`config.mk`:
```
export PLATFORM = sky130hd
export DESIGN_NAME = order_scheduler
export DESIGN_NICKNAME = d
export VERILOG_FILES = /design/src/rtl/game_pkg.sv /design/src/rtl/order_slot_select.sv /design/src/rtl/order_scheduler.sv
export SDC_FILE = /design/constraint.sdc
export NUM_CORES = 1
export LEC_CHECK = 0
export CAP_MARGIN = 20
export CELL_PAD_IN_SITES_DETAIL_PLACEMENT = 0
export CELL_PAD_IN_SITES_GLOBAL_PLACEMENT = 1
export CORE_ASPECT_RATIO = 0.9
export CORE_UTILIZATION = 35
export CTS_CLUSTER_DIAMETER = 30
export DETAILED_ROUTE_END_ITERATION = 6
export PLACE_DENSITY_LB_ADDON = 0.25
export SLEW_MARGIN = 20
export SYNTH_ARGS = -nofsm -noshare
export SYNTH_HDL_FRONTEND = slang
export SYNTH_SLANG_ARGS = --single-unit
```
`constraint.sdc`:
```
create_clock -name clock -period 17.15 [get_ports clock]
set_input_delay 1.715 -clock clock [delete_from_list [all_inputs] [get_ports clock]]
set_output_delay 1.715 -clock clock [all_outputs]
set_load 0.1 [all_outputs]
```
`src/rtl/game_pkg.sv`:
```
`default_nettype none
// ============================================================================
// Module   : game_pkg
// Purpose  : Shared definitions for the kitchen game. Holds the round-state
//            encoding, the order slot count, the empty-slot time value and
//            the score width. game_logic and the display decode these values.
// Revision : 1.0 - initial release
// ============================================================================
package game_pkg;

    typedef enum logic [1:0] {
        ST_IDLE   = 2'd0,
        ST_RUN    = 2'd1,
        ST_PAUSED = 2'd2,
        ST_DONE   = 2'd3
    } round_state_t;

    localparam int              c_num_slots  = 4;
    localparam int              c_idx_w      = 2;
    localparam int              c_time_w     = 5;
    localparam logic [4:0]      c_empty_time = 5'd31;
    localparam int              c_score_w    = 10;
    localparam int              c_score_max  = 1023;

endpackage

`default_nettype wire

```
`src/rtl/order_slot_select.sv`:
```
`default_nettype none
// ============================================================================
// Module   : order_slot_select
// Purpose  : Combinational slot picker for the order scheduler.
// Ports    : i_valid      - current valid bit per slot
//            i_times      - packed remaining time per slot (slot i at [5i+:5])
//            i_occupied   - slot occupancy used for the free-slot search
//            o_oldest_idx - valid slot with the smallest remaining time
//                           (ties go to the lowest index)
//            o_any_valid  - at least one slot in i_valid is set
//            o_free_idx   - lowest index whose i_occupied bit is clear
//            o_any_free   - at least one slot in i_occupied is clear
// Revision : 1.0 - initial release
// ============================================================================
module order_slot_select
    import game_pkg::*;
(
    input  logic [c_num_slots-1:0]          i_valid,
    input  logic [c_num_slots*c_time_w-1:0] i_times,
    input  logic [c_num_slots-1:0]          i_occupied,
    output logic [c_idx_w-1:0]              o_oldest_idx,
    output logic                            o_any_valid,
    output logic [c_idx_w-1:0]              o_free_idx,
    output logic                            o_any_free
);

    logic [c_time_w-1:0] w_best_time;

    // "Oldest" means closest to expiry. The strict less-than keeps the
    // earlier (lower) index on a tie.
    always_comb begin
        o_oldest_idx = '0;
        o_any_valid  = 1'b0;
        w_best_time  = c_empty_time;
        for (int i = 0; i < c_num_slots; i++) begin
            if (i_valid[i] && (!o_any_valid || (i_times[i*c_time_w +: c_time_w] < w_best_time))) begin
                o_oldest_idx = c_idx_w'(i);
                w_best_time  = i_times[i*c_time_w +: c_time_w];
                o_any_valid  = 1'b1;
            end
        end
    end

    // Kept in its own process: the occupancy input is derived from the
    // oldest-slot result, so sharing one block would form a false loop.
    always_comb begin
        o_free_idx = '0;
        o_any_free = 1'b0;
        for (int i = c_num_slots - 1; i >= 0; i--) begin
            if (!i_occupied[i]) begin
                o_free_idx = c_idx_w'(i);
                o_any_free = 1'b1;
            end
        end
    end

endmodule

`default_nettype wire

```
`src/rtl/order_scheduler.sv`:
```
`default_nettype none
// ============================================================================
// Module   : order_scheduler
// Purpose  : Round timer, order spawner/expirer and scorer for the kitchen
//            game. Four order slots count down once per second. A submit
//            serves the order closest to expiry. Expired orders cost points.
// Ports    : clock, reset   - system clock, synchronous active-high reset
//            i_sec_tick     - one-cycle pulse per second
//            i_start        - starts a round from IDLE or DONE
//            i_pause        - level; freezes a running round
//            i_submit       - one-cycle pulse; a dish was delivered
//            o_orders       - valid bit per slot
//            o_order_times  - 5 bits per slot (slot i at [5i+:5]), 31 = empty
//            o_time_left    - round seconds remaining
//            o_point_total  - score
//            o_submit_ack   - pulse one cycle after i_submit
//            o_submit_hit   - with ack: an order was served
//            o_round_state  - IDLE=0 RUN=1 PAUSED=2 DONE=3
// Revision : 1.0 - initial release
// ============================================================================
module order_scheduler
    import game_pkg::*;
#(
    parameter int GAME_SECONDS   = 150,
    parameter int ORDER_LIFE     = 30,
    parameter int SPAWN_PERIOD   = 20,
    parameter int SERVE_POINTS   = 20,
    parameter int EXPIRE_PENALTY = 10
)(
    input  logic                            clock,
    input  logic                            reset,
    input  logic                            i_sec_tick,
    input  logic                            i_start,
    input  logic                            i_pause,
    input  logic                            i_submit,
    output logic [c_num_slots-1:0]          o_orders,
    output logic [c_num_slots*c_time_w-1:0] o_order_times,
    output logic [7:0]                      o_time_left,
    output logic [c_score_w-1:0]            o_point_total,
    output logic                            o_submit_ack,
    output logic                            o_submit_hit,
    output logic [1:0]                      o_round_state
);

    localparam logic [7:0]          c_game_secs = 8'(GAME_SECONDS);
    localparam logic [7:0]          c_spawn_per = 8'(SPAWN_PERIOD);
    localparam logic [c_time_w-1:0] c_life      = c_time_w'(ORDER_LIFE);

    // Registered state
    round_state_t           r_state;
    logic [c_num_slots-1:0] r_valid;
    logic [c_time_w-1:0]    r_time [c_num_slots];
    logic [7:0]             r_time_left;
    logic [7:0]             r_spawn_cnt;
    logic [c_score_w-1:0]   r_score;
    logic                   r_ack;
    logic                   r_hit;

    // Next-state values
    round_state_t           w_state_nxt;
    logic [c_num_slots-1:0] w_valid_nxt;
    logic [c_time_w-1:0]    w_time_nxt [c_num_slots];
    logic [7:0]             w_time_left_nxt;
    logic [7:0]             w_spawn_nxt;
    logic [c_score_w-1:0]   w_score_nxt;
    logic                   w_hit_nxt;

    // Serve/tick stage results
    logic                   w_run_active;
    logic                   w_serve;
    logic                   w_tick;
    logic [c_num_slots-1:0] w_valid_post;
    logic [c_num_slots-1:0] w_expired;
    logic [c_time_w-1:0]    w_time_post [c_num_slots];
    logic [2:0]             w_n_exp;
    logic [15:0]            w_sum;
    logic [15:0]            w_served_score;
    logic [15:0]            w_penalty;
    logic [c_score_w-1:0]   w_score_post;

    // Slot selection
    logic [c_num_slots*c_time_w-1:0] w_times_packed;
    logic [c_idx_w-1:0]     w_oldest_idx;
    logic                   w_any_valid;
    logic [c_idx_w-1:0]     w_free_idx;
    logic                   w_any_free;

    for (genvar g = 0; g < c_num_slots; g++) begin : g_pack
        assign w_times_packed[g*c_time_w +: c_time_w] = r_time[g];
    end

    // Free-slot search runs on the post-serve, post-expiry occupancy so a
    // slot vacated this tick is immediately reusable by a spawn.
    order_slot_select u_select (
        .i_valid      (r_valid),
        .i_times      (w_times_packed),
        .i_occupied   (w_valid_post),
        .o_oldest_idx (w_oldest_idx),
        .o_any_valid  (w_any_valid),
        .o_free_idx   (w_free_idx),
        .o_any_free   (w_any_free)
    );

    assign w_run_active = (r_state == ST_RUN) && !i_pause;
    assign w_serve      = w_run_active && i_submit && w_any_valid;
    assign w_tick       = w_run_active && i_sec_tick;

    // The serve is resolved on pre-tick times. The served slot is vacated
    // first, so the tick neither decrements nor expires it.
    always_comb begin
        w_valid_post = r_valid;
        w_expired    = '0;
        for (int i = 0; i < c_num_slots; i++) begin
            w_time_post[i] = r_time[i];
            if (w_serve && (w_oldest_idx == c_idx_w'(i))) begin
                w_valid_post[i] = 1'b0;
                w_time_post[i]  = c_empty_time;
            end else if (w_tick && r_valid[i]) begin
                if (r_time[i] == c_time_w'(1)) begin
                    w_expired[i]    = 1'b1;
                    w_valid_post[i] = 1'b0;
                    w_time_post[i]  = c_empty_time;
                end else begin
                    w_time_post[i] = r_time[i] - c_time_w'(1);
                end
            end
        end
    end

    // Score: serve credit saturates high first, then the expiry penalties
    // saturate low. All penalties are summed because each expiry counts.
    always_comb begin
        w_sum          = 16'(r_score);
        if (w_serve) begin
            w_sum = 16'(r_score) + 16'(SERVE_POINTS) + 16'(r_time[w_oldest_idx]);
        end
        w_served_score = (w_sum > 16'(c_score_max)) ? 16'(c_score_max) : w_sum;
        w_n_exp        = 3'($countones(w_expired));
        w_penalty      = 16'(w_n_exp) * 16'(EXPIRE_PENALTY);
        w_score_post   = (w_served_score > w_penalty) ?
                         c_score_w'(w_served_score - w_penalty) : '0;
    end

    always_ff @(posedge clock) begin
        if (reset) begin
            r_state <= ST_IDLE;
        end else begin
            r_state <= w_state_nxt;
        end
    end

    always_comb begin
        w_state_nxt     = r_state;
        w_valid_nxt     = r_valid;
        w_time_nxt      = r_time;
        w_time_left_nxt = r_time_left;
        w_spawn_nxt     = r_spawn_cnt;
        w_score_nxt     = r_score;
        w_hit_nxt       = w_serve;

        case (r_state)
            ST_IDLE, ST_DONE: begin
                if (i_start) begin
                    w_state_nxt     = ST_RUN;
                    w_time_left_nxt = c_game_secs;
                    w_score_nxt     = '0;
                    w_spawn_nxt     = c_spawn_per;
                    w_valid_nxt     = c_num_slots'(1);
                    for (int i = 0; i < c_num_slots; i++) begin
                        w_time_nxt[i] = c_empty_time;
                    end
                    w_time_nxt[0]   = c_life;
                end
            end

            ST_RUN: begin
                if (i_pause) begin
                    w_state_nxt = ST_PAUSED;
                end else begin
                    w_valid_nxt = w_valid_post;
                    w_time_nxt  = w_time_post;
                    w_score_nxt = w_score_post;
                    if (w_tick) begin
                        w_time_left_nxt = r_time_left - 8'd1;
                        if (r_spawn_cnt == 8'd1) begin
                            w_spawn_nxt = c_spawn_per;
                            if (w_any_free) begin
                                w_valid_nxt[w_free_idx] = 1'b1;
                                w_time_nxt[w_free_idx]  = c_life;
                            end
                        end else begin
                            w_spawn_nxt = r_spawn_cnt - 8'd1;
                        end
                        // Final second: the score keeps this tick's effects,
                        // the board is wiped.
                        if (r_time_left == 8'd1) begin
                            w_state_nxt = ST_DONE;
                            w_valid_nxt = '0;
                            for (int i = 0; i < c_num_slots; i++) begin
                                w_time_nxt[i] = c_empty_time;
                            end
                        end
                    end
                end
            end

            ST_PAUSED: begin
                if (!i_pause) begin
                    w_state_nxt = ST_RUN;
                end
            end

            default: w_state_nxt = ST_IDLE;
        endcase
    end

    always_ff @(posedge clock) begin
        if (reset) begin
            r_valid     <= '0;
            for (int i = 0; i < c_num_slots; i++) begin
                r_time[i] <= c_empty_time;
            end
            r_time_left <= c_game_secs;
            r_spawn_cnt <= c_spawn_per;
            r_score     <= '0;
            r_ack       <= 1'b0;
            r_hit       <= 1'b0;
        end else begin
            r_valid     <= w_valid_nxt;
            r_time      <= w_time_nxt;
            r_time_left <= w_time_left_nxt;
            r_spawn_cnt <= w_spawn_nxt;
            r_score     <= w_score_nxt;
            r_ack       <= i_submit;
            r_hit       <= w_hit_nxt;
        end
    end

    assign o_orders      = r_valid;
    assign o_order_times = w_times_packed;
    assign o_time_left   = r_time_left;
    assign o_point_total = r_score;
    assign o_submit_ack  = r_ack;
    assign o_submit_hit  = r_hit;
    assign o_round_state = r_state;

endmodule

`default_nettype wire

```
======== Yosys cells after proc, flatten, opt, wreduce, memory -nomap -nowiden ========
Index checks and enable logic that the tools add are counted.
word-level totals
  output and inout port bits .............. 46
  word-level logic and storage cells ...... 185
  bits in writable memories ............... 0
  memory bits (read-only) ................. 0
  memories kept ........................... 0
  input port bits ......................... 6
  bits in latches ......................... 0
  flip-flop bits (word level) ............. 54
cells by class
  magnitude comparators ................... 10
  bitwise gates (word level) .............. 6
  muxes and demuxes ....................... 96
  divide/modulo/power cells ............... 0
  reduce and logical (&&, ||, !) cells .... 31
  shift-type cells ........................ 0
  add/sub/neg operators ................... 12
  $mul .................................... 1
  equality and inequality tests ........... 18
operators with widths
  operator                 count
  $mux W20                 6
  $mux W5                  18
  $mux W8                  7
  $pmux W20 S2             1
  $mux W1                  34
  $pmux W8 S2              2
  $mux W10                 3
  $mux W12                 2
  $mux W4                  6
  $mux W2                  11
  $eq A5 B1 Y1 const B     4
  $pmux W10 S2             1
  $sub A5 B1 Y5 const B    4
  $logic_and A1 B1 Y1      17
  $eq A8 B1 Y1 const B     2
  $gt A16 B10 Y1 const B   1
  $or A16 B16 Y16          1
  $sub A8 B1 Y8 const B    2
  $lt A5 B5 Y1             3
  $add A11 B5 Y12          1
  $gt A12 B7 Y1            1
  $add A10 B5 Y11 const B  1
  $bmux W5 S2              1
  $demux W5 S2             1
  27 further kinds         44

======== Logic depth before layout (Yosys ltp) ========
Gate-level depths: netlist (run 1).
  depth in word-level cells ............... 33
  depth in mapped cells ................... 47
  mapped depth without buffers ............ 42

======== Modules after synthesis ========
From an unflattened synthesis (run 1), not the netlist that was laid out.
second synthesis, totals
  cell total of the unflattened synthesis .. 543
  area total of the unflattened synthesis .. 4509.3 µm²
by module, submodules not included
  module             cells an instance  sequential area each (µm²)  times used  area an instance (µm²)
  order_scheduler    467                1081.0                      1           3903.7
  order_slot_select  76                 0.0                         1           605.6

======== Least setup slack after synthesis (run 1) ========
No wires, ideal clock.
  kind .................................... flip-flop to flip-flop
  start ................................... register r_valid[0] (netlist: o_orders[0])
  end ..................................... register r_score[8] (netlist: o_point_total[8])
  setup slack ............................. 7.616 ns
  path buffers ............................ 5
  period minus slack after synthesis ...... 9.534 ns
  setup time .............................. 0.063 ns
  cell stages (with the launch flop) ...... 48
  arrival time ............................ 9.471 ns
  required time ........................... 17.087 ns
  cell sequence ........................... dfxtp_1 > buf_2 > inv_2 > nor2_1 > ha_1 > nand3b_1 > and3_1 > o21ai_2 > nand2_1 > clkbuf_1 > nand2_1 > o21ai_0 > inv_1 > ha_1 > nand2_1 > o21a_1 > o21ai_0 > a2111oi_2 > [... 12 more ...] > inv_1 > ha_1 > a21o_1 > a21oi_1 > o21ai_0 > nand4bb_1 > buf_2 > nand2_1 > ha_1 > nor2b_1 > o21ai_0 > a21boi_0 > o21ai_0 > nand2b_1 > o31ai_2 > a31oi_2 > nor2b_1 > a22o_1
between the ends
  word-level cells in the longest chain between the ends .. 25
  elaborated cells between the ends (all ways) .. 54
  those cells by class .................... 5 x add/sub; 1 x mul; 5 x order compare; 3 x eq/ne; 23 x mux; 1 x bitwise; 16 x reduce/logical
RTL lines
  element                                                  line                                            source
  start: declaration                                       order_scheduler.sv:51                           logic [c_num_slots-1:0] r_valid;
  start signal: assignment                                 order_scheduler.sv:229                          r_valid <= w_valid_nxt;
  $mux W5 / $mux W1 (equally long branches)                order_slot_select.sv:36                         if (i_valid[i] && (!o_any_valid || (i_times[i*c_time_w +: c_time_w] < w_best_time))) begin
  $lt A5 B5 Y1 / $logic_not A1 Y1 (equally long branches)  order_slot_select.sv:36
  $logic_or A1 B1 Y1                                       order_slot_select.sv:36
  $logic_and A1 B1 Y1                                      order_slot_select.sv:36
  $mux W5 / $mux W1 (equally long branches)                order_slot_select.sv:36
  $lt A5 B5 Y1 / $logic_not A1 Y1 (equally long branches)  order_slot_select.sv:36
  $logic_or A1 B1 Y1                                       order_slot_select.sv:36
  $logic_and A1 B1 Y1                                      order_slot_select.sv:36
  [... 9 more ...]                                         --
  $add A11 B5 Y12                                          order_scheduler.sv:135                          w_sum = 16'(r_score) + 16'(SERVE_POINTS) + 16'(r_time[w_oldest_idx]);
  $mux W12                                                 order_scheduler.sv:134                          if (w_serve) begin
  $gt A16 B10 Y1                                           order_scheduler.sv:137                          w_served_score = (w_sum > 16'(c_score_max)) ? 16'(c_score_max) : w_sum;
  $mux W12                                                 order_scheduler.sv:137
  $sub A10 B7 Y10 / $gt A12 B7 Y1 (equally long branches)  order_scheduler.sv:141, order_scheduler.sv:140
  $mux W10 (*)                                             order_scheduler.sv:140                          w_score_post = (w_served_score > w_penalty) ?
  $mux W10 (*)                                             order_scheduler.sv:177                          if (i_pause) begin
  $pmux W10 S2 (*)                                         order_scheduler.sv:161                          case (r_state)
  end signal: assignment                                   order_scheduler.sv:233                          r_score <= w_score_nxt;
  end: declaration                                         order_scheduler.sv:55                           logic [c_score_w-1:0] r_score;
Mark *: on every way between the ends. The rest lies on a longest branch, timed or not. The select of a mux whose other input is x is not followed.
A chain may end at the register's enable or synchronous reset.

======== Worst setup path in the final report (run 1) ========
Same ends and word-level chain as after synthesis.

==> impl_metrics.env, run 1 <==
export IMPL_status="finished clean"
export IMPL_cts_max_level=2
export IMPL_rr_worst_depth=40
export IMPL_gp_congestion=0.879
export IMPL_final_common_cell="nor2_1"
export IMPL_r2r_start="o_orders[0]"
export IMPL_firstDrtPassIters=5
export IMPL_syn_to_final_growth_pct=17.3
export IMPL_p_sw_uw=160
export IMPL_crit_start="o_orders[0]"
export IMPL_dpl_worst_slack_ns=7.18
export IMPL_synthCells=593
export IMPL_viasPerCell=5.64
export IMPL_drt_iter0_markers=155
export IMPL_worst_slew_pin_slew_ns=0.979
export IMPL_p_comb_share_pct=34.3
export IMPL_finalSetupTns_ns=0
export IMPL_setup_viol=0
export IMPL_insertion_delay_ns=0.31
export IMPL_pwr_share_clk_pct=28.6
export IMPL_multiInputGateArea_sq_um=3180
export IMPL_worstSetupPathType="reg -> reg"
export IMPL_layout_drive_gt1_share_pct=5.07
export IMPL_cts_tree="done"
export IMPL_hold_viol=0
export IMPL_start_util_pct=36.6
export IMPL_yosys_warnings=0
export IMPL_std_cell_rows=38
export IMPL_ios=52
export IMPL_power_density_nw_per_um2=73.2
export IMPL_vias=4465
export IMPL_synth_edf_count=0
export IMPL_fp_dieW_microns=121
export IMPL_syn_nets=645
export IMPL_period_minus_slack_ns=10.10
export IMPL_place_hpwl_microns=10100
export IMPL_post_cts_resize_count=0
export IMPL_totalWireLength_microns=13200
export IMPL_dieArea_sq_um=13300
export IMPL_hold_class="reg -> reg"
export IMPL_fill_cells=1250
export IMPL_clock_path_buffers=2
export IMPL_root_buffer="clkbuf_16"
export IMPL_swShare_pct=41.4
export IMPL_grt_usage_pct=20.6
export IMPL_cts_made_buffers=5
export IMPL_maxCapViolCount=0
export IMPL_min_path_cells=2
export IMPL_synth_seq_cells=54
export IMPL_grt_pass1_wl_microns=21500
export IMPL_cts_sinks=54
export IMPL_arrival_ns=10.35
export IMPL_synthArstFlopShare_pct=0
export IMPL_grt_pass1_vias=4194
export IMPL_critPathMaxStageDelay_ns=0.70
export IMPL_grt_max_degree=41
export IMPL_antenna_cells=0
export IMPL_worst_r2r_endpoint="o_point_total[8]"
export IMPL_ctsHoldBuffers=0
export IMPL_r2r_slack_ns=7.05
export IMPL_avgSynthCellArea_sq_um=7.58
export IMPL_holdPathEnd="o_point_total[2]"
export IMPL_numPortBuffers=51
export IMPL_min_from="o_point_total[2]"
export IMPL_slew_headroom_pct=34.5
export IMPL_antenna_found_initial=0
export IMPL_crit_path_frequent_cell="ha_1"
export IMPL_netlist_area_sq_um=4490
export IMPL_irDropWorstVdd_uv=60.1
export IMPL_end_kind="register"
export IMPL_cp_slowest_cell="o21ba_1"
export IMPL_p_leak_uw=0.00209
export IMPL_nNetsFinal=682
export IMPL_fin_ws_ns=7.05
export IMPL_worstSetupStartpointType="register"
export IMPL_critPathMaxFanout=18
export IMPL_drc=0
export IMPL_design_core_area_sq_um=12300
export IMPL_fmax_ghz=0.0991
export IMPL_worstPathRequired_ns=17.41
export IMPL_overflow=0
export IMPL_clock_skew_ns=0.00778
export IMPL_sequentialPowerShare_pct=37.1
export IMPL_p_int_uw=226
export IMPL_synth_ff_type="dfxtp_1"
export IMPL_finalCritPeriodShare_pct=58.9
export IMPL_drtAntennaViolNets=0
export IMPL_synth_cell_types=77
export IMPL_seq_area_sq_um=1080
export IMPL_drt_wirelength_per_cell_microns=16.7
export IMPL_postCtsSetupRepairBufs=0
export IMPL_slew_violations=0
export IMPL_final_cell_mix="nor2_1 (64), nand2_1 (63), dfxtp_1 (54), clkdlybuf4s50_1 (51), a21oi_1 (44)"
export IMPL_die_y_microns=109
export IMPL_cts_clk_slew_worst_paths_ns=0.08
export IMPL_rsz0062_at_grt="false"
export IMPL_synth_seq_area_share_pct=24.1
## worst max-delay path, delay by kind of cell, from the launching register on
kind	cells	cell delay, ns
multiplexers	2	0.58
AO/OA/AOI/OAI	22	5.39
buffers and inverters	3	0.28
AND/OR/NAND/NOR	7	1.68
flip-flops	1	0.59
adder cells (fa/ha/maj)	6	1.46
## per-layer routing
| layer | routed length, microns | up-vias | share of wire, % | global-route usage [%] |
|---|---|---|---|---|
| li1 | - | 2211 | - | - |
| met1 | 6620 | 2108 | 50 | 27.8 |
| met2 | 5660 | 126 | 43 | 33.4 |
| met3 | 678 | 20 | 5.1 | 3.53 |
| met4 | 246 | 0 | 1.9 | 6.35 |
| met5 | 0 | - | 0 | 0 |
## cell type report
| class | instances | area share, % |
|---|---|---|
| Inverter | 33 | 2.35 |
| Clock buffer | 5 | 2.37 |
| Sequential cell | 54 | 20.5 |
| Multi-Input combinational cell | 482 | 60.4 |
| Timing Repair Buffer | 54 | 10.1 |
| Tap cell | 160 | 3.80 |
| Clock inverter | 3 | 0.498 |
## kinds of logic (layout without fill, tap and decap cells)
kind of cell	Yosys count	count (layout)	share of synthesized area, %
flops	54	54	24.1
compound gates	168	168	25.0
buf+inv	57	95	5.12
mux	8	8	1.87
xor+xnor	24	24	4.68
fa+ha+maj	46	46	13.3
simple gates	236	236	26.0
## power by group through the flow
stage	clock (uW)	combinational, uW	sequential (uW)
floorplan	0	68.2	173
global placement	0	130	146
detailed placement	0	132	146
CTS	114	132	143
global route	118	144	145
finish	110	133	143
## per-stage QoR
stage / cell area (sq um) / std cells / total power [uW] / util, % / hold WS, ns
CTS: 5270 / 791 / 389 / 43.0 / 0.513
global placement: 5120 / 783 / 276 / 41.7 / 0.491
finish: 5270 / 791 / 386 / 43.0 / 0.507
detailed placement: 5120 / 783 / 278 / 41.7 / 0.499
floorplan: 4490 / 593 / 241 / - / 0.470
global route: 5270 / 791 / 407 / 43.0 / 0.546
## worst max path at each step
| stage | cells past startpoint | to | slack (ns) |
|---|---|---|---|
| 6_report | 40 | o_point_total[8] | 7.05 |
| 5_1_grt | 40 | o_point_total[9] | 6.07 |
| 4_1_cts | 40 | o_point_total[8] | 7.13 |
| 3_5_place_dp | 40 | o_point_total[8] | 7.18 |
| 3_3_place_gp | 40 | o_point_total[8] | 7.50 |
| 2_1_floorplan | 47 | o_point_total[8] | 7.62 |
## cells in the mapped netlist, types with 4 or more instances
library cell	count	area share (%)
xnor2_1	15	2.9
a22oi_1	5	0.84
a31oi_1	9	1.3
o211ai_1	4	0.67
nor4b_1	4	0.78
mux2i_1	5	1.1
nand2b_1	16	2.2
a211oi_1	6	1.0
nor2b_1	10	1.4
nor2_1	64	5.3
inv_1	30	2.5
xor2_1	9	1.8
and3_1	14	1.9
and2_1	4	0.56
o21ai_1	7	0.78
a21oi_1	44	4.9
dfxtp_1	54	24
nand3_1	18	2.0
ha_1	43	12
a22o_1	4	0.78
o21a_1	7	1.2
nor3_1	13	1.4
nand4_1	4	0.56
nor4_1	5	0.70
o21ai_0	35	3.9
nand2_1	63	5.3
clkbuf_1	16	1.3
buf_2	7	0.78
## registers in the layout, indices dropped and copies added (netlist names)
register / cells
o_order_times: 20
o_time_left: 8
o_round_state: 2
r_spawn_cnt: 8
o_orders: 4
o_point_total: 10
o_submit_ack: 1
o_submit_hit: 1
(Power assumes the default switching activity.)
==> run 2, diff against run 1 <==
clock period = 10.5 ns   (was 17.15 ns; I/O delays follow)
==> run 2 against run 1 <==
Design area rose by 0.17%. Register-to-register slack got worse by 6.0 ns. Non-clock buffer count did not move. Utilization rose by 0.071 points. Highest routed layer unchanged. Clock skew barely moved. Combinational power rose by 62%. Routed wire length fell by 2.3%. Clock power rose by 63%. Largest power group unchanged. Worst hold slack improved by 0.0054 ns. Via count fell by 1.3%. Power rose by 63%.
==> impl_metrics.env, run 2 (same netlist as run 1, synthesis figures left out) <==
export IMPL_status="finished clean"
export IMPL_r2r_start="o_orders[0]"
export IMPL_period_minus_slack_ns=9.47
export IMPL_hold_viol=0
export IMPL_hold_class="reg -> reg"
export IMPL_gp_congestion=0.879
export IMPL_place_hpwl_microns=9950
export IMPL_fill_cells=1263
export IMPL_vias=4407
export IMPL_path_delay_family="compound AO/OA/AOI/OAI gates"
export IMPL_finalCritPeriodShare_pct=90.1
export IMPL_dieArea_sq_um=13300
export IMPL_utilization_pct=43.0
export IMPL_clock_skew_ns=0.00795
export IMPL_rsz0062_at_grt="false"
export IMPL_ctsHoldBuffers=0
export IMPL_antenna_found_initial=0
export IMPL_drt_iter0_markers=221
export IMPL_finalSetupTns_ns=0
export IMPL_grt_pass1_wl_microns=21100
export IMPL_setup_viol=0
export IMPL_pwr_share_clk_pct=28.5
export IMPL_post_cts_resize_count=0
export IMPL_totalWireLength_microns=12900
export IMPL_min_path_cells=2
export IMPL_worst_r2r_endpoint="o_point_total[8]"
export IMPL_p_comb_share_pct=34.3
export IMPL_crit_start="o_orders[0]"
export IMPL_worst_slew_pin_slew_ns=0.987
export IMPL_nNetsFinal=682
export IMPL_slew_violations=0
export IMPL_worstPathRequired_ns=10.75
export IMPL_final_common_cell="nor2_1"
export IMPL_design_core_area_sq_um=12300
export IMPL_fin_ws_ns=1.03
export IMPL_die_y_microns=109
export IMPL_p_int_uw=369
export IMPL_root_buffer="clkbuf_16"
export IMPL_numPortBuffers=51
export IMPL_endpoint="o_point_total[8]"
export IMPL_start_util_pct=36.6
export IMPL_largest_register_ffs=20
export IMPL_rr_worst_depth=40
export IMPL_firstDrtPassIters=7
export IMPL_cp_depth=40
export IMPL_dpl_worst_slack_ns=0.610
export IMPL_crit_path_frequent_cell="ha_1"
export IMPL_drc=0
export IMPL_std_cell_rows=38
export IMPL_insertion_delay_ns=0.31
export IMPL_grt_max_degree=41
export IMPL_drt_wirelength_per_cell_microns=16.3
export IMPL_final_cell_mix="nor2_1 (64), nand2_1 (62), dfxtp_1 (54), clkdlybuf4s50_1 (51), a21oi_1 (44)"
export IMPL_p_leak_uw=0.00210
export IMPL_maxCapViolCount=0
export IMPL_cts_sinks=54
export IMPL_worstSetupStartpointType="register"
export IMPL_crit_buf_inv=2
export IMPL_grt_usage_pct=20.3
export IMPL_drtAntennaViolNets=0
export IMPL_irDropWorstVdd_uv=63.8
export IMPL_overflow=0
export IMPL_cts_clk_slew_worst_paths_ns=0.08
export IMPL_clock_path_buffers=2
export IMPL_cts_max_level=2
export IMPL_antenna_cells=0
export IMPL_fmax_ghz=0.106
export IMPL_grt_pass1_vias=4111
export IMPL_arrival_ns=9.72
export IMPL_r2r_slack_ns=1.03
export IMPL_worstSetupPathType="reg -> reg"
export IMPL_sequentialPowerShare_pct=37.2
export IMPL_ios=52
export IMPL_p_sw_uw=259
export IMPL_fp_dieW_microns=121
export IMPL_end_kind="register"
export IMPL_postCtsSetupRepairBufs=0
export IMPL_slew_headroom_pct=34.0
export IMPL_cp_slowest_cell="dfxtp_1"
export IMPL_power_density_nw_per_um2=119
export IMPL_cts_tree="done"
export IMPL_cts_made_buffers=5
export IMPL_syn_to_final_growth_pct=17.5
export IMPL_viasPerCell=5.57
export IMPL_layout_drive_gt1_share_pct=5.39
export IMPL_critPathMaxFanout=18
export IMPL_critPathMaxStageDelay_ns=0.58
export IMPL_swShare_pct=41.2
[run 2: cell count changes in the layout (fill, tap and decap cells not counted)]
| cell | previous run | this run |
|---|---|---|
| o21ai_0 | 34 | 32 |
| o21ba_4 | 0 | 1 |
| o21ba_1 | 1 | 0 |
| nand2_1 | 63 | 62 |
| o21ai_1 | 8 | 10 |
| nand2_2 | 0 | 1 |
[run 2: layout make-up]
class | count | area, sq um | area share (%)
well taps | 160 | 200 | 3.79
flip-flops and latches | 54 | 1080 | 20.5
clock buffers | 5 | 125 | 2.37
clock inverters | 3 | 26.3 | 0.498
inverters | 33 | 124 | 2.35
repair buffers | 54 | 533 | 10.1
multi-input cells | 482 | 3190 | 60.4
[run 2: power groups by stage]
stage / clock, uW / combinational, uW / sequential [uW]
floorplan: 0 / 111 / 283
global placement: 0 / 213 / 238
detailed placement: 0 / 214 / 239
CTS: 184 / 215 / 234
global route: 191 / 234 / 236
finish: 179 / 216 / 234
[run 2: worst min path at each step]
stage | end | slack [ns] | start
after floorplan | r_spawn_cnt[7] | 0.47 | r_spawn_cnt[7]
after global placement | r_spawn_cnt[7] | 0.49 | r_spawn_cnt[7]
after detailed placement | r_spawn_cnt[5] | 0.50 | r_spawn_cnt[5]
after CTS | o_point_total[2] | 0.51 | o_point_total[2]
after global routing | o_point_total[2] | 0.54 | o_point_total[2]
final | o_point_total[2] | 0.51 | o_point_total[2]
[run 2: worst min-delay path: stages (launching register included)]
cell and delay [ns]:
dfxtp_1 0.35, nand2_1 0.07, a21oi_1 0.05
[run 2: through the flow]
step                      total power (uW)  hold slack (ns)  instances  area [sq um]
after global routing                   661            0.544        791          5280
final                                  629            0.513        791          5280
after detailed placement               453            0.496        783          5120
after floorplan                        394            0.470        593          4490
after global placement                 452            0.491        783          5120
after CTS                              633            0.513        791          5270
[run 2: per-layer routing]
metal | vias up | routed length (microns) | global-route usage (%)
met3 | 16 | 649 | 3.01
met1 | 2049 | 6430 | 27.9
li1 | 2218 | - | -
met5 | - | 0 | 0
met2 | 124 | 5650 | 32.7
met4 | 0 | 173 | 5.91
==> RTL change, RTL diff (config.mk and constraints of run 2) <==
The package constant `c_num_slots` goes from 4 to 8.
--- a/src/rtl/game_pkg.sv
+++ b/src/rtl/game_pkg.sv
@@ -15,7 +15,7 @@
         ST_DONE   = 2'd3
     } round_state_t;
 
-    localparam int              c_num_slots  = 4;
+    localparam int              c_num_slots  = 8;
     localparam int              c_idx_w      = 2;
     localparam int              c_time_w     = 5;
     localparam logic [4:0]      c_empty_time = 5'd31;
Ports: changed (resized o_order_times and o_orders); port bits go from 52 to 76. The function was not compared with the original's and may differ.
==> RTL change against run 2 <==
The flow now finishes with violations (negative setup slack). Final area grew 120%. Largest cell class unchanged. Clock power up 80%. Area after synthesis increased by 66%. Sequential share of layout area decreased by 7.1 points. Setup slack worse by 4900 ps. Sequential cell count rose by 24. Worst hold slack gained 20 ps. Routed wire length is 120% higher. Power grew 66%. Core utilization is 14 points higher.
==> RTL change: results (changes against run 2) <==
outcome finished, violations left (was completed); failing checks negative setup slack; Netlist cell types 92 (was 77); vias in the first global route 8189 (was 4111); net count after synthesis 1096 (was 645); Post-Route WL 28.8 mm (was 12.9 mm); Setup Total Neg Slack -67840 ps (was 0 ps); Post-Synth Adder-Cell Area 11.8% (was 13.3%); setup violators final 57 (was 0); met3 usage 5.04% (was 3.01%); worst setup margin -3910 ps (was 1030 ps); First DRT Iteration DRCs 595 (was 221); Peak VDD IR 0.152 mV (was 0.0638 mV); layout cells sized above 1 37.1% (was 5.39%); met1 WL 14.0 mm (was 6.43 mm); Mapped Cells 1023 (was 593); largest cells by area after synthesis dfxtp_1, ha_1, nand2_1 (was dfxtp_1, ha_1, nor2_1); Overall Global Routing Usage 25.9% (was 20.3%); GP Congestion 0.946 (was 0.879); Clk Latency, worst-skew pair 350 ps (was 310 ps); Commonest cells post-synth nand2_1, nor2_1, o21ai_0 (was nor2_1, nand2_1, dfxtp_1); Detailed Place HPWL 21.0 mm (was 9.95 mm); final hold slack 532 ps (was 513 ps); first-pass GRT wire length 44.6 mm (was 21.1 mm); hold path endpoint r_spawn_cnt[7] (was o_point_total[2]); Worst Skew 9.75 ps (was 7.95 ps); met2 WL post-DR 12.8 mm (was 5.65 mm)
[RTL change: cell count changes after synthesis, moves of 17 or more]
cell | before | now
dfxtp_1 | 54 | 78
a21oi_1 | 44 | 61
ha_1 | 43 | 61
o21ai_0 | 35 | 82
nor2_1 | 64 | 100
inv_1 | 30 | 66
clkbuf_1 | 16 | 36
nand2_1 | 63 | 121
nand3_1 | 18 | 41
[RTL change: timing repair]
action | in CTS | in global routing
pin swaps | 61 | 77
setup buffers | 28 | 26
hold buffers | 0 | 0
hold endpoints to repair | 0 | 0
gates resized for setup | 71 | 79
endpoints found under the setup margin | 57 | 58
[RTL change: metrics by stage]
| stage | worst slack [ps] | area [µm²] |
|---|---|---|
| final | -3910 | 11800 |
| after global routing | -4600 | 11800 |
| after CTS | -3830 | 11300 |
| after detailed placement | -4240 | 10500 |
| after global placement | -3860 | 10500 |
| after floorplan | -4790 | 8000 |
[RTL change: layout make-up]
class                      instances  area, µm²  share of cell area [%]
timing repair buffer             339       2810                    23.8
sequential                        78       1580                    13.4
tap                              286        358                    3.03
multi-input combinational        836       6520                    55.2
inverter                          66        250                    2.12
clock inverter                     4       47.5                   0.402
clock buffer                      12        246                    2.09
[RTL change: how the worst max path moves through the flow]
stage	end	slack [ps]	depth (start not counted)
floorplan	o_point_total[8]	-4790	88
global placement	o_point_total[7]	-3860	89
global route	o_point_total[8]	-4600	87
detailed placement	o_point_total[7]	-4240	89
finish	o_point_total[9]	-3910	84
CTS	o_point_total[0]	-3830	87
[RTL change: power breakdown]
group          leakage (nW)  internal [mW]  total (mW)  switching (mW)
logic                  4.10          0.135       0.404           0.269
clock network         0.143          0.190       0.323           0.133
registers             0.630          0.306       0.318          0.0118
total                  4.87          0.631        1.05           0.414
